[config.mk]
export PLATFORM = sky130hd
export DESIGN_NAME = pll_lock_supervisor
export DESIGN_NICKNAME = d
export VERILOG_FILES = /design/src/rtl/pll_lock_supervisor.sv
export SDC_FILE = /design/constraint.sdc
export NUM_CORES = 1
export LEC_CHECK = 0
export BUFFER_PORTS_ARGS = -buffer_cell sky130_fd_sc_hd__buf_2
export CAP_MARGIN = 40
export CORE_MARGIN = 3
export CORE_UTILIZATION = 55
export DETAILED_ROUTE_END_ITERATION = 8
export PLACE_DENSITY = 0.74
export SKIP_CTS_REPAIR_TIMING = 1
export SYNTH_ARGS = -nofsm -noshare
export SYNTH_HDL_FRONTEND = slang
export SYNTH_SLANG_ARGS = --single-unit
[constraint.sdc]
create_clock -name clkin1 -period 7.8 [get_ports clkin1]
set_input_delay 0 -clock clkin1 [delete_from_list [all_inputs] [get_ports clkin1]]
set_output_delay 0 -clock clkin1 [all_outputs]
set_load 0.02 [all_outputs]
[src/rtl/pll_lock_supervisor.sv]
// ----------------------------------------------------------------------------
// pll_lock_supervisor
//
// Lock supervisor and reset sequencer for one PLL wrapper instance. It runs on
// the PLL reference clock, so it keeps working while the PLL output is absent.
// It pulses the PLL reset, waits for a filtered LOCK, retries on timeout
// (declaring a sticky fault after MAX_RETRY timeouts), and then releases the
// downstream active-low resets one after another. A lock loss or a forced
// relock after release pulls every downstream reset low and starts over.
//
// Ports
//   clkin1        in   reference clock, the only clock
//   rst_n         in   synchronous active-low reset
//   pll_lock      in   PLL LOCK, asynchronous (synchronised internally)
//   force_relock  in   single-cycle request to re-run the PLL reset sequence
//   pll_rst       out  active-high reset to the PLL
//   rst_n_out     out  sequenced active-low resets, bit 0 released first
//   ready         out  all resets released and PLL locked
//   fault         out  sticky: MAX_RETRY lock timeouts occurred
//   relock_cnt    out  lock losses / forced relocks after release, saturating
// ----------------------------------------------------------------------------
module pll_lock_supervisor #(
    parameter int NUM_RST          = 3,
    parameter int PLL_RST_CYC      = 32,
    parameter int LOCK_TIMEOUT_CYC = 65536,
    parameter int LOCK_FILT_CYC    = 1024,
    parameter int STAGE_GAP_CYC    = 16,
    parameter int MAX_RETRY        = 3
) (
    input  logic               clkin1,
    input  logic               rst_n,
    input  logic               pll_lock,
    input  logic               force_relock,
    output logic               pll_rst,
    output logic [NUM_RST-1:0] rst_n_out,
    output logic               ready,
    output logic               fault,
    output logic [7:0]         relock_cnt
);

    function automatic int max4(input int a, input int b, input int c, input int d);
        int m;
        m = a;
        if (b > m) m = b;
        if (c > m) m = c;
        if (d > m) m = d;
        return m;
    endfunction

    localparam int TMAX = max4(PLL_RST_CYC, LOCK_TIMEOUT_CYC, LOCK_FILT_CYC, STAGE_GAP_CYC);
    localparam int TW   = $clog2(TMAX) + 1;

    // Terminal timer values: each state leaves on the edge where the timer
    // holds (cycle count - 1), since the timer is cleared on entry.
    localparam logic [TW-1:0] RST_END  = TW'(PLL_RST_CYC - 1);
    localparam logic [TW-1:0] TO_END   = TW'(LOCK_TIMEOUT_CYC - 1);
    localparam logic [TW-1:0] FILT_END = TW'(LOCK_FILT_CYC - 1);
    localparam logic [TW-1:0] GAP_END  = TW'(STAGE_GAP_CYC - 1);
    localparam logic [3:0]    RETRY_LIM = 4'(MAX_RETRY);

    typedef enum logic [2:0] {
        S_PLLRST,
        S_WAIT_LOCK,
        S_FILTER,
        S_RELEASE,
        S_RUN,
        S_FAULT
    } state_t;

    state_t             state, state_nx;
    logic [TW-1:0]      timer, timer_nx;
    logic [3:0]         retry, retry_nx;
    logic [1:0]         sync;
    logic               lock_s;
    logic               pll_rst_nx;
    logic [NUM_RST-1:0] rst_n_out_nx;
    logic               ready_nx;
    logic               fault_nx;
    logic [7:0]         relock_nx;
    logic               abort;

    assign lock_s = sync[1];
    // After release, either a lost lock or a relock request tears the
    // sequence down; both together still count once.
    assign abort  = force_relock || !lock_s;

    always_comb begin
        state_nx     = state;
        timer_nx     = timer + TW'(1);
        retry_nx     = retry;
        pll_rst_nx   = pll_rst;
        rst_n_out_nx = rst_n_out;
        ready_nx     = ready;
        fault_nx     = fault;
        relock_nx    = relock_cnt;

        case (state)
            S_PLLRST: begin
                pll_rst_nx = 1'b1;
                if (timer == RST_END) begin
                    state_nx   = S_WAIT_LOCK;
                    timer_nx   = '0;
                    pll_rst_nx = 1'b0;
                end
            end

            S_WAIT_LOCK: begin
                if (force_relock) begin
                    state_nx   = S_PLLRST;
                    timer_nx   = '0;
                    pll_rst_nx = 1'b1;
                end else if (lock_s) begin
                    state_nx = S_FILTER;
                    timer_nx = '0;
                end else if (timer == TO_END) begin
                    retry_nx   = retry + 4'd1;
                    timer_nx   = '0;
                    pll_rst_nx = 1'b1;
                    if (retry_nx == RETRY_LIM) begin
                        state_nx = S_FAULT;
                        fault_nx = 1'b1;
                    end else begin
                        state_nx = S_PLLRST;
                    end
                end
            end

            S_FILTER: begin
                if (force_relock) begin
                    state_nx   = S_PLLRST;
                    timer_nx   = '0;
                    pll_rst_nx = 1'b1;
                end else if (!lock_s) begin
                    // Glitch: back to waiting with a fresh timeout window.
                    state_nx = S_WAIT_LOCK;
                    timer_nx = '0;
                end else if (timer == FILT_END) begin
                    state_nx     = S_RELEASE;
                    timer_nx     = '0;
                    retry_nx     = '0;
                    rst_n_out_nx = NUM_RST'(1);
                    if (rst_n_out_nx[NUM_RST-1]) begin
                        state_nx = S_RUN;
                        ready_nx = 1'b1;
                    end
                end
            end

            S_RELEASE: begin
                if (abort) begin
                    state_nx     = S_PLLRST;
                    timer_nx     = '0;
                    pll_rst_nx   = 1'b1;
                    rst_n_out_nx = '0;
                    ready_nx     = 1'b0;
                    if (relock_cnt != 8'hFF) relock_nx = relock_cnt + 8'd1;
                end else if (timer == GAP_END) begin
                    // Released bits form a thermometer code, so shifting in a
                    // one releases the next bit and keeps the order intact.
                    timer_nx     = '0;
                    rst_n_out_nx = (rst_n_out << 1) | NUM_RST'(1);
                    if (rst_n_out_nx[NUM_RST-1]) begin
                        state_nx = S_RUN;
                        ready_nx = 1'b1;
                    end
                end
            end

            S_RUN: begin
                timer_nx = timer;
                if (abort) begin
                    state_nx     = S_PLLRST;
                    timer_nx     = '0;
                    pll_rst_nx   = 1'b1;
                    rst_n_out_nx = '0;
                    ready_nx     = 1'b0;
                    if (relock_cnt != 8'hFF) relock_nx = relock_cnt + 8'd1;
                end
            end

            S_FAULT: begin
                timer_nx     = timer;
                pll_rst_nx   = 1'b1;
                rst_n_out_nx = '0;
                ready_nx     = 1'b0;
                fault_nx     = 1'b1;
                if (force_relock) begin
                    state_nx = S_PLLRST;
                    timer_nx = '0;
                    retry_nx = '0;
                    fault_nx = 1'b0;
                end
            end

            default: begin
                state_nx     = S_PLLRST;
                timer_nx     = '0;
                pll_rst_nx   = 1'b1;
                rst_n_out_nx = '0;
                ready_nx     = 1'b0;
            end
        endcase
    end

    always_ff @(posedge clkin1) begin
        if (!rst_n) begin
            state      <= S_PLLRST;
            timer      <= '0;
            retry      <= '0;
            sync       <= '0;
            pll_rst    <= 1'b1;
            rst_n_out  <= '0;
            ready      <= 1'b0;
            fault      <= 1'b0;
            relock_cnt <= '0;
        end else begin
            state      <= state_nx;
            timer      <= timer_nx;
            retry      <= retry_nx;
            sync       <= {sync[0], pll_lock};
            pll_rst    <= pll_rst_nx;
            rst_n_out  <= rst_n_out_nx;
            ready      <= ready_nx;
            fault      <= fault_nx;
            relock_cnt <= relock_nx;
        end
    end

endmodule

# Yosys cells after proc, flatten, opt, wreduce, memory -nomap -nowiden
# Index checks and enable logic that the tools add are counted.
[op_classes]
addsub = 3
n_eq_ne = 29
muxes = 58
n_bitwise = 2
reduce_logical = 16
[ops]
columns = ["op", "count"]
rows = [
  ["two-way mux 17 bit", 11],
  ["case mux 17 bit (6 select lines)", 1],
  ["two-way mux 3 bit", 18],
  ["two-way mux 4 bit", 7],
  ["!= test 2 bit (second input constant)", 11],
  ["case mux 3 bit (6 select lines)", 1],
  ["adder 17 x 1 -> 17 bit (second input constant)", 1],
  ["equality test 17 x 10 -> 1 bit (second input constant)", 1],
  ["equality test 17 x 16 -> 1 bit (second input constant)", 1],
  ["equality test 17 x 4 -> 1 bit (second input constant)", 1],
  ["equality test 17 x 5 -> 1 bit (second input constant)", 1],
  ["two-way mux 1 bit", 15],
  ["!= test 3 bit (second input constant)", 4],
  ["case mux 3 bit (4 select lines)", 1],
  ["case mux 4 bit (3 select lines)", 1],
  ["adder 8 x 1 -> 8 bit (second input constant)", 1],
  ["!= test 4 bit (second input constant)", 2],
  ["!= test 8 bit (second input constant)", 1],
  ["AND reduction 4 bit", 2],
  ["AND reduction 8 bit", 1],
  ["AND reduction 7 bit", 1],
  ["equality test 3 x 2 -> 1 bit (second input constant)", 2],
  ["equality test 3 bit (second input constant)", 2],
  ["AND reduction 6 bit", 1],
  ["other kinds (18)", 20],
]
[totals]
register_bits = 40
in_bits = 4
output_inout_bits = 14
wordCells = 117

# Longest topological paths before layout
# Gate-level depths: netlist of the first run.
[depth]
depth_word = 7
ltp_mapped = 12
depth_no_buf = 12

# Worst setup path before layout of the first run
# OpenSTA, ideal clock, no wires.
[synth_path]
path_type = "reg-to-reg"
start = "register timer[0]"
end = "register retry[2]"
setup_time_ns = 0.123
arrival_ns = 2.567
required_ns = 7.677
path_slack_ns = 5.109
path_stages_with_launch = 13
n_path_buf = 0
period_less_slack_ns = 2.691
cell_sequence = "dfxtp_1 ha_1 nand4_4 nor3_1 nand4_1 inv_1 ha_1 or4b_2 a21o_1 o31ai_1 o21ai_0 nand3_1 o21ai_0"
[synth_between]
elab_chain_len = 3
word_cells_on_any_way = 5
cone_classes = "eq/ne: 4; reduce/logical: 1"
[synth_rtl]
columns = ["item", "line", "text"]
rows = [
  ["start: declaration", "71", "logic [TW-1:0] timer, timer_nx;"],
  ["start signal: assignment", "218", "timer <= timer_nx;"],
  ["equality test 17 x 16 -> 1 bit / equality test 17 x 10 -> 1 bit (equally long branches)", "115, 137", ""],
  ["!= test 2 bit (no source line)", "--", ""],
  ["AND reduction 8 bit (no source line) *", "--", ""],
  ["end signal: assignment", "219", "retry <= retry_nx;"],
  ["end: declaration", "72", "logic [3:0] retry, retry_nx;"],
]
# Every way passes the cells marked *; elsewhere a longest branch is shown, timed or not.
# A chain may end at the register's enable or synchronous reset.

# Worst setup path in the final report of the first run
# Ends and elaborated chain as after synthesis.

==> results of run 1 <==
## path summary, 6_finish.rpt
kind	startpoint	endpoint	slack, ns	cells after the start
worst max-delay path	timer[0]	retry[2]	4.79	12
worst min-delay path	rst_n	pll_rst	0.09	2
worst max register to register	timer[0]	retry[2]	4.79	12
worst min register to register	sync[0]	sync[1]	0.46	1
## worst max-delay path, stage by stage, from the launching register on
cell and delay [ns]:
dfxtp_1 0.39, ha_1 0.26, nand4_4 0.16, nor3_1 0.34
nand4_1 0.18, inv_1 0.09, ha_1 0.19, or4b_2 0.59
a21o_1 0.19, o31ai_1 0.14, o21ai_0 0.17, nand3_1 0.11
o21ai_0 0.07
## synthesized netlist by cell type (all sizes together), types with 2 or more instances
| library cell | instances | area (um^2) |
|---|---|---|
| clkbuf | 9 | 33.8 |
| xnor2 | 5 | 43.8 |
| or4 | 2 | 18.8 |
| o22ai | 2 | 12.5 |
| o31ai | 3 | 22.5 |
| a21oi | 7 | 35.0 |
| o21a | 5 | 37.5 |
| o21ai | 11 | 58.8 |
| and3 | 6 | 37.5 |
| dfxtp | 40 | 801 |
| nand3 | 11 | 60.1 |
| nor2b | 3 | 18.8 |
| nand2 | 21 | 78.8 |
| nor2 | 43 | 161 |
| buf | 3 | 23.8 |
| nor4 | 3 | 18.8 |
| mux2i | 5 | 50.1 |
| or3 | 4 | 30.0 |
| ha | 6 | 75.1 |
| a21boi | 2 | 15.0 |
| a31oi | 2 | 12.5 |
| nand4 | 11 | 83.8 |
| xor2 | 13 | 114 |
| nand2b | 6 | 37.5 |
| nor3 | 13 | 65.1 |
| and2 | 5 | 31.3 |
| nor3b | 3 | 22.5 |
| inv | 6 | 22.5 |
## logic make-up after synthesis
group / share of synthesized area
buffers and inverters: 0.0367
multiplexers: 0.0229
AND/OR/NAND/NOR: 0.313
flip-flops: 0.367
XOR/XNOR: 0.0723
AO/OA/AOI/OAI: 0.153
adder cells (fa/ha/maj): 0.0344
## registers in the layout, indices dropped and copies added, names as in the netlist
signal / count
retry: 4
ready: 1
sync: 2
fault: 1
relock_cnt: 8
rst_n_out: 3
timer: 17
pll_rst: 1
state: 3
## metrics by stage
stage / hold WS (ns) / cells / worst slack, ns
final: 0.0859 / 328 / 4.79
after global routing: 0.0947 / 328 / 4.46
after CTS: -0.0830 / 327 / 4.79
after detailed placement: 0.219 / 319 / 4.81
after global placement: 0.213 / 319 / 4.95
after floorplan: 0.127 / 265 / 5.11
## layout make-up
| class | count | area, um^2 | share of cell area |
|---|---|---|---|
| clock buffers | 7 | 96.3 | 0.0399 |
| repair buffers | 19 | 103 | 0.0425 |
| clock inverters | 1 | 30.0 | 0.0124 |
| inverters | 6 | 22.5 | 0.00934 |
| flip-flops and latches | 40 | 801 | 0.332 |
| well taps | 48 | 60.1 | 0.0249 |
| multi-input cells | 207 | 1300 | 0.539 |
## routing by layer
metal	share of wire	routed length, um	up-vias	track usage
met2	0.46	2040	38	0.335
met5	0	0	-	0
met1	0.48	2130	881	0.310
met3	0.049	219	7	0.0454
met4	0.012	53	0	0.0657
li1	-	-	964	-
## power by group through the flow
stage | clock [mW] | sequential, mW | combinational [mW]
floorplan | 0 | 0.225 | 0.0826
global placement | 0 | 0.234 | 0.0817
detailed placement | 0 | 0.234 | 0.0841
CTS | 0.186 | 0.229 | 0.0851
global route | 0.194 | 0.232 | 0.0943
finish | 0.181 | 0.230 | 0.0843
==> impl_metrics.env, run 1 <==
export IMPL_status="completed"
export IMPL_avgSynthCellArea_um2=8.23
export IMPL_dr_pass1_iters=4
export IMPL_synth_edf_count=0
export IMPL_ys_flop_type="dfxtp_1"
export IMPL_hold_path_class="input port to register"
export IMPL_max_cap_viol_count=0
export IMPL_swShare=0.269
export IMPL_grt_max_degree=19
export IMPL_dpl_instance_area_mm2=0.00228
export IMPL_power_total_uw=495
export IMPL_drc=0
export IMPL_power_density_mw_per_mm2=205
export IMPL_fillers=346
export IMPL_peakVddDrop_mv=0.176
export IMPL_rsz0062_at_grt="no"
export IMPL_utilization=0.644
export IMPL_p_switching_uw=133
export IMPL_ys_warnings_count=0
export IMPL_syn_to_final_growth_pct=10.6
export IMPL_drt_iter0_markers=186
export IMPL_ys_ff_latch=40
export IMPL_wl_per_cell_um=13.5
export IMPL_globalplace_congestion=0.833
export IMPL_dp_hpwl_um=3170
export IMPL_intPower_uw=362
export IMPL_io_buffers=17
export IMPL_fmax_mhz=332
export IMPL_critPathKind="register to register"
export IMPL_worst_pin_slew_ns=0.610
export IMPL_finalHoldViolCount=0
export IMPL_ios=18
export IMPL_arrival_ns=3.18
export IMPL_worstPathRequired_ns=7.97
export IMPL_nNetsFinal=289
export IMPL_antenna_found_initial=0
export IMPL_cts_root_buf="clkbuf_8"
export IMPL_drive_gt1_frac=0.129
export IMPL_overflow=0
export IMPL_ant_nets=0
export IMPL_path_max_fanout=7
export IMPL_grt_pass1_wl_um=7890
export IMPL_worst_slew_margin_rel=0.590
export IMPL_rows=22
export IMPL_via_per_inst=5.76
export IMPL_yosysUniqueCellTypes=50
export IMPL_final_area_mm2=0.00241
export IMPL_fp_dieArea_mm2=0.00476
export IMPL_fp_coreArea_mm2=0.00374
export IMPL_clk_path_buf_depth=2
export IMPL_p_leak_nw=0.913
export IMPL_seqPwrFrac=0.464
export IMPL_seq_area_frac_synth=0.367
export IMPL_grt_pass1_vias=1681
export IMPL_synthArstFlopShare=0
export IMPL_clk_pin_slew_ns=0.07
export IMPL_most_common_layout_cells="nor2_1, dfxtp_1, nand2_1"
export IMPL_clkLatencyLatePin_ns=0.29
export IMPL_start_util=0.583
export IMPL_post_route_min_period_ns=3.01
export IMPL_layout_commonest_cell="nor2_1"
export IMPL_syn_inst=265
export IMPL_skew_ns=0.00409
export IMPL_tns_ns=0
export IMPL_grtUsageTotal=0.220
export IMPL_syn_nets=275
export IMPL_netlist_area_mm2=0.00218
export IMPL_antennaDiodeCount=0
export IMPL_clkPwrFrac=0.366
export IMPL_cts_sinks=40
export IMPL_cts_tree="done"
export IMPL_cts_made_buffers=5
export IMPL_htree_levels=2
export IMPL_setup_viol=0
export IMPL_drv_slew=0
export IMPL_power_frac_comb=0.170
export IMPL_die_w_um=69.0
export IMPL_critPathLaunchType="register"
export IMPL_finalCritPeriodShare=0.386
export IMPL_vias=1890
export IMPL_worstSetupEndpointType="register"
export IMPL_wirelength_um=4440
export IMPL_chipHeight_um=69.0
No activity file was read; power rests on OpenSTA's default activity.
==> inputs of run 2 (changes only) <==
--- a/config.mk
+++ b/config.mk
@@ -8,9 +8,9 @@
 export BUFFER_PORTS_ARGS = -buffer_cell sky130_fd_sc_hd__buf_2
 export CAP_MARGIN = 40
 export CORE_MARGIN = 3
-export CORE_UTILIZATION = 55
+export CORE_UTILIZATION = 53
 export DETAILED_ROUTE_END_ITERATION = 8
-export PLACE_DENSITY = 0.74
+export PLACE_DENSITY = 0.75
 export SKIP_CTS_REPAIR_TIMING = 1
 export SYNTH_ARGS = -nofsm -noshare
 export SYNTH_HDL_FRONTEND = slang
==> constraint.sdc (replaced) <==
create_clock -name clkin1 -period 2.5 [get_ports clkin1]
set_input_delay 0 -clock clkin1 [delete_from_list [all_inputs] [get_ports clkin1]]
set_output_delay 0 -clock clkin1 [all_outputs]
set_load 0.02 [all_outputs]
==> run 2 against run 1 <==
Maximum frequency grew 25%; clock-buffer cell count down 1; sequential power increased to 3.1 times the previous value; critical path type unchanged; first-iteration DRC count shrank 39%; worst hold slack got worse by 0.0030 ns; largest cell class unchanged; clock power rose to 2.9 times the previous value; global-route usage is 2.3 points lower; combinational power rose to 4.5 times the previous value; final cell count increased by 5.8%; core utilization up 4.4 points; critical path depth is 3 lower; highest routed layer unchanged; largest power group unchanged.
==> impl_metrics.env, run 2 (same netlist as run 1, synthesis figures left out) <==
export IMPL_status="completed"
export IMPL_drive_gt1_frac=0.201
export IMPL_final_area_mm2=0.00261
export IMPL_hold_depth=2
export IMPL_largest_register_ffs=17
export IMPL_syn_to_final_growth_pct=19.9
export IMPL_grt_pass1_wl_um=7950
export IMPL_clkLatencyLatePin_ns=0.29
export IMPL_nNetsFinal=308
export IMPL_cts_root_buf="clkbuf_8"
export IMPL_utilization=0.688
export IMPL_finalCritPeriodShare=0.964
export IMPL_cts_tree="done"
export IMPL_arrival_ns=2.59
export IMPL_rows=22
export IMPL_max_cap_viol_count=0
export IMPL_power_density_mw_per_mm2=613
export IMPL_dpl_instance_area_mm2=0.00243
export IMPL_holdPathEnd="pll_rst"
export IMPL_worstPathRequired_ns=2.68
export IMPL_largestRegisters="timer (17), relock_cnt (8), retry (4)"
export IMPL_grt_max_degree=19
export IMPL_preCtsSetupSlack_ns=-0.0234
export IMPL_hold_path_class="input port to register"
export IMPL_fmax_mhz=415
export IMPL_cts_sinks=40
export IMPL_ant_nets=0
export IMPL_ios=18
export IMPL_worst_pin_slew_ns=0.583
export IMPL_critPathLaunchType="register"
export IMPL_via_per_inst=5.69
export IMPL_holdWs_ns=0.0829
export IMPL_wl_per_cell_um=13.5
export IMPL_overflow=0
export IMPL_io_buffers=17
export IMPL_wirelength_um=4680
export IMPL_peakVddDrop_mv=0.480
export IMPL_cts_made_buffers=5
export IMPL_power_total_mw=1.60
export IMPL_placed_cells=335
export IMPL_fp_coreArea_mm2=0.00380
export IMPL_dr_pass1_iters=4
export IMPL_vias=1974
export IMPL_r2r_start="timer[0]"
export IMPL_setup_viol=0
export IMPL_p_leak_nw=1.07
export IMPL_setup_slack_ns=0.0894
export IMPL_drv_slew=0
export IMPL_skew_ns=0.0112
export IMPL_final_cell_count_no_fill=347
export IMPL_worstRegToRegCells=9
export IMPL_post_route_min_period_ns=2.41
export IMPL_fillers=299
export IMPL_most_common_layout_cells="nor2_1, dfxtp_1, nand2_1"
export IMPL_layout_commonest_cell="nor2_1"
export IMPL_critPathKind="register to register"
export IMPL_regMostFlops="timer"
export IMPL_antennaDiodeCount=0
export IMPL_grt_pass1_vias=1688
export IMPL_htree_levels=2
export IMPL_drt_iter0_markers=114
export IMPL_globalplace_congestion=0.822
export IMPL_grtUsageTotal=0.197
export IMPL_clk_pin_slew_ns=0.08
export IMPL_start_util=0.574
export IMPL_crit_start="timer[0]"
export IMPL_dp_hpwl_um=3240
export IMPL_drc=0
export IMPL_r2r_end="timer[11]"
export IMPL_antenna_found_initial=0
export IMPL_worstSetupEndpointType="register"
export IMPL_chipHeight_um=70.1
export IMPL_clk_path_buf_depth=2
export IMPL_worst_slew_margin_rel=0.608
export IMPL_r2r_slack_ns=0.09
export IMPL_fp_dieArea_mm2=0.00492
export IMPL_tns_ns=0
export IMPL_die_w_um=70.1
export IMPL_worstHoldStart="rst_n"
export IMPL_path_max_fanout=11
export IMPL_finalHoldViolCount=0
## run 2: changes by cell type in the layout (fill, tap and decap cells not counted), moves of 2 or more
cell | before | now
dfxtp_1 | 40 | 38
ha_1 | 6 | 4
o21ai_0 | 10 | 7
clkbuf_8 | 7 | 5
buf_4 | 1 | 19
dfxtp_2 | 0 | 2
o21ai_1 | 0 | 3
## run 2: how the worst max path moves through the flow
stage | slack [ns] | to | cells past startpoint
finish | 0.09 | timer[11] | 9
global route | -0.00007 | timer[13] | 12
CTS | -0.05 | retry[1] | 11
detailed placement | -0.02 | retry[1] | 11
global placement | 0.02 | retry[1] | 11
floorplan | 0.01 | retry[1] | 11
## run 2: where the power goes
part           switching, mW  total (mW)  internal [mW]
clock network          0.226       0.522          0.296
logic                  0.198       0.378          0.181
registers             0.0346       0.703          0.668
## run 2: layout make-up
cell class | instances | area, um^2 | share of cell area
Multi-Input combinational cell | 207 | 1360 | 0.521
Sequential cell | 40 | 803 | 0.307
Timing Repair Buffer | 38 | 258 | 0.0986
Clock buffer | 6 | 72.6 | 0.0278
Tap cell | 48 | 60.1 | 0.0230
Clock inverter | 2 | 35.0 | 0.0134
Inverter | 6 | 22.5 | 0.00862
## run 2: critical path: stages (launching register included)
cell,delay [ns]
dfxtp_2,0.36
ha_4,0.16
nand4_4,0.09
buf_4,0.16
or3_4,0.40
o21ba_1,0.21
or4_4,0.54
o21ai_4,0.19
buf_12,0.14
nor2_1,0.04
## run 2: per-layer routing
metal,routed length (um),track usage,part of all wire
met1,2350,0.291,0.50
met4,44,0.0511,0.0094
met2,2060,0.286,0.44
met5,0,0,0
met3,220,0.0446,0.047
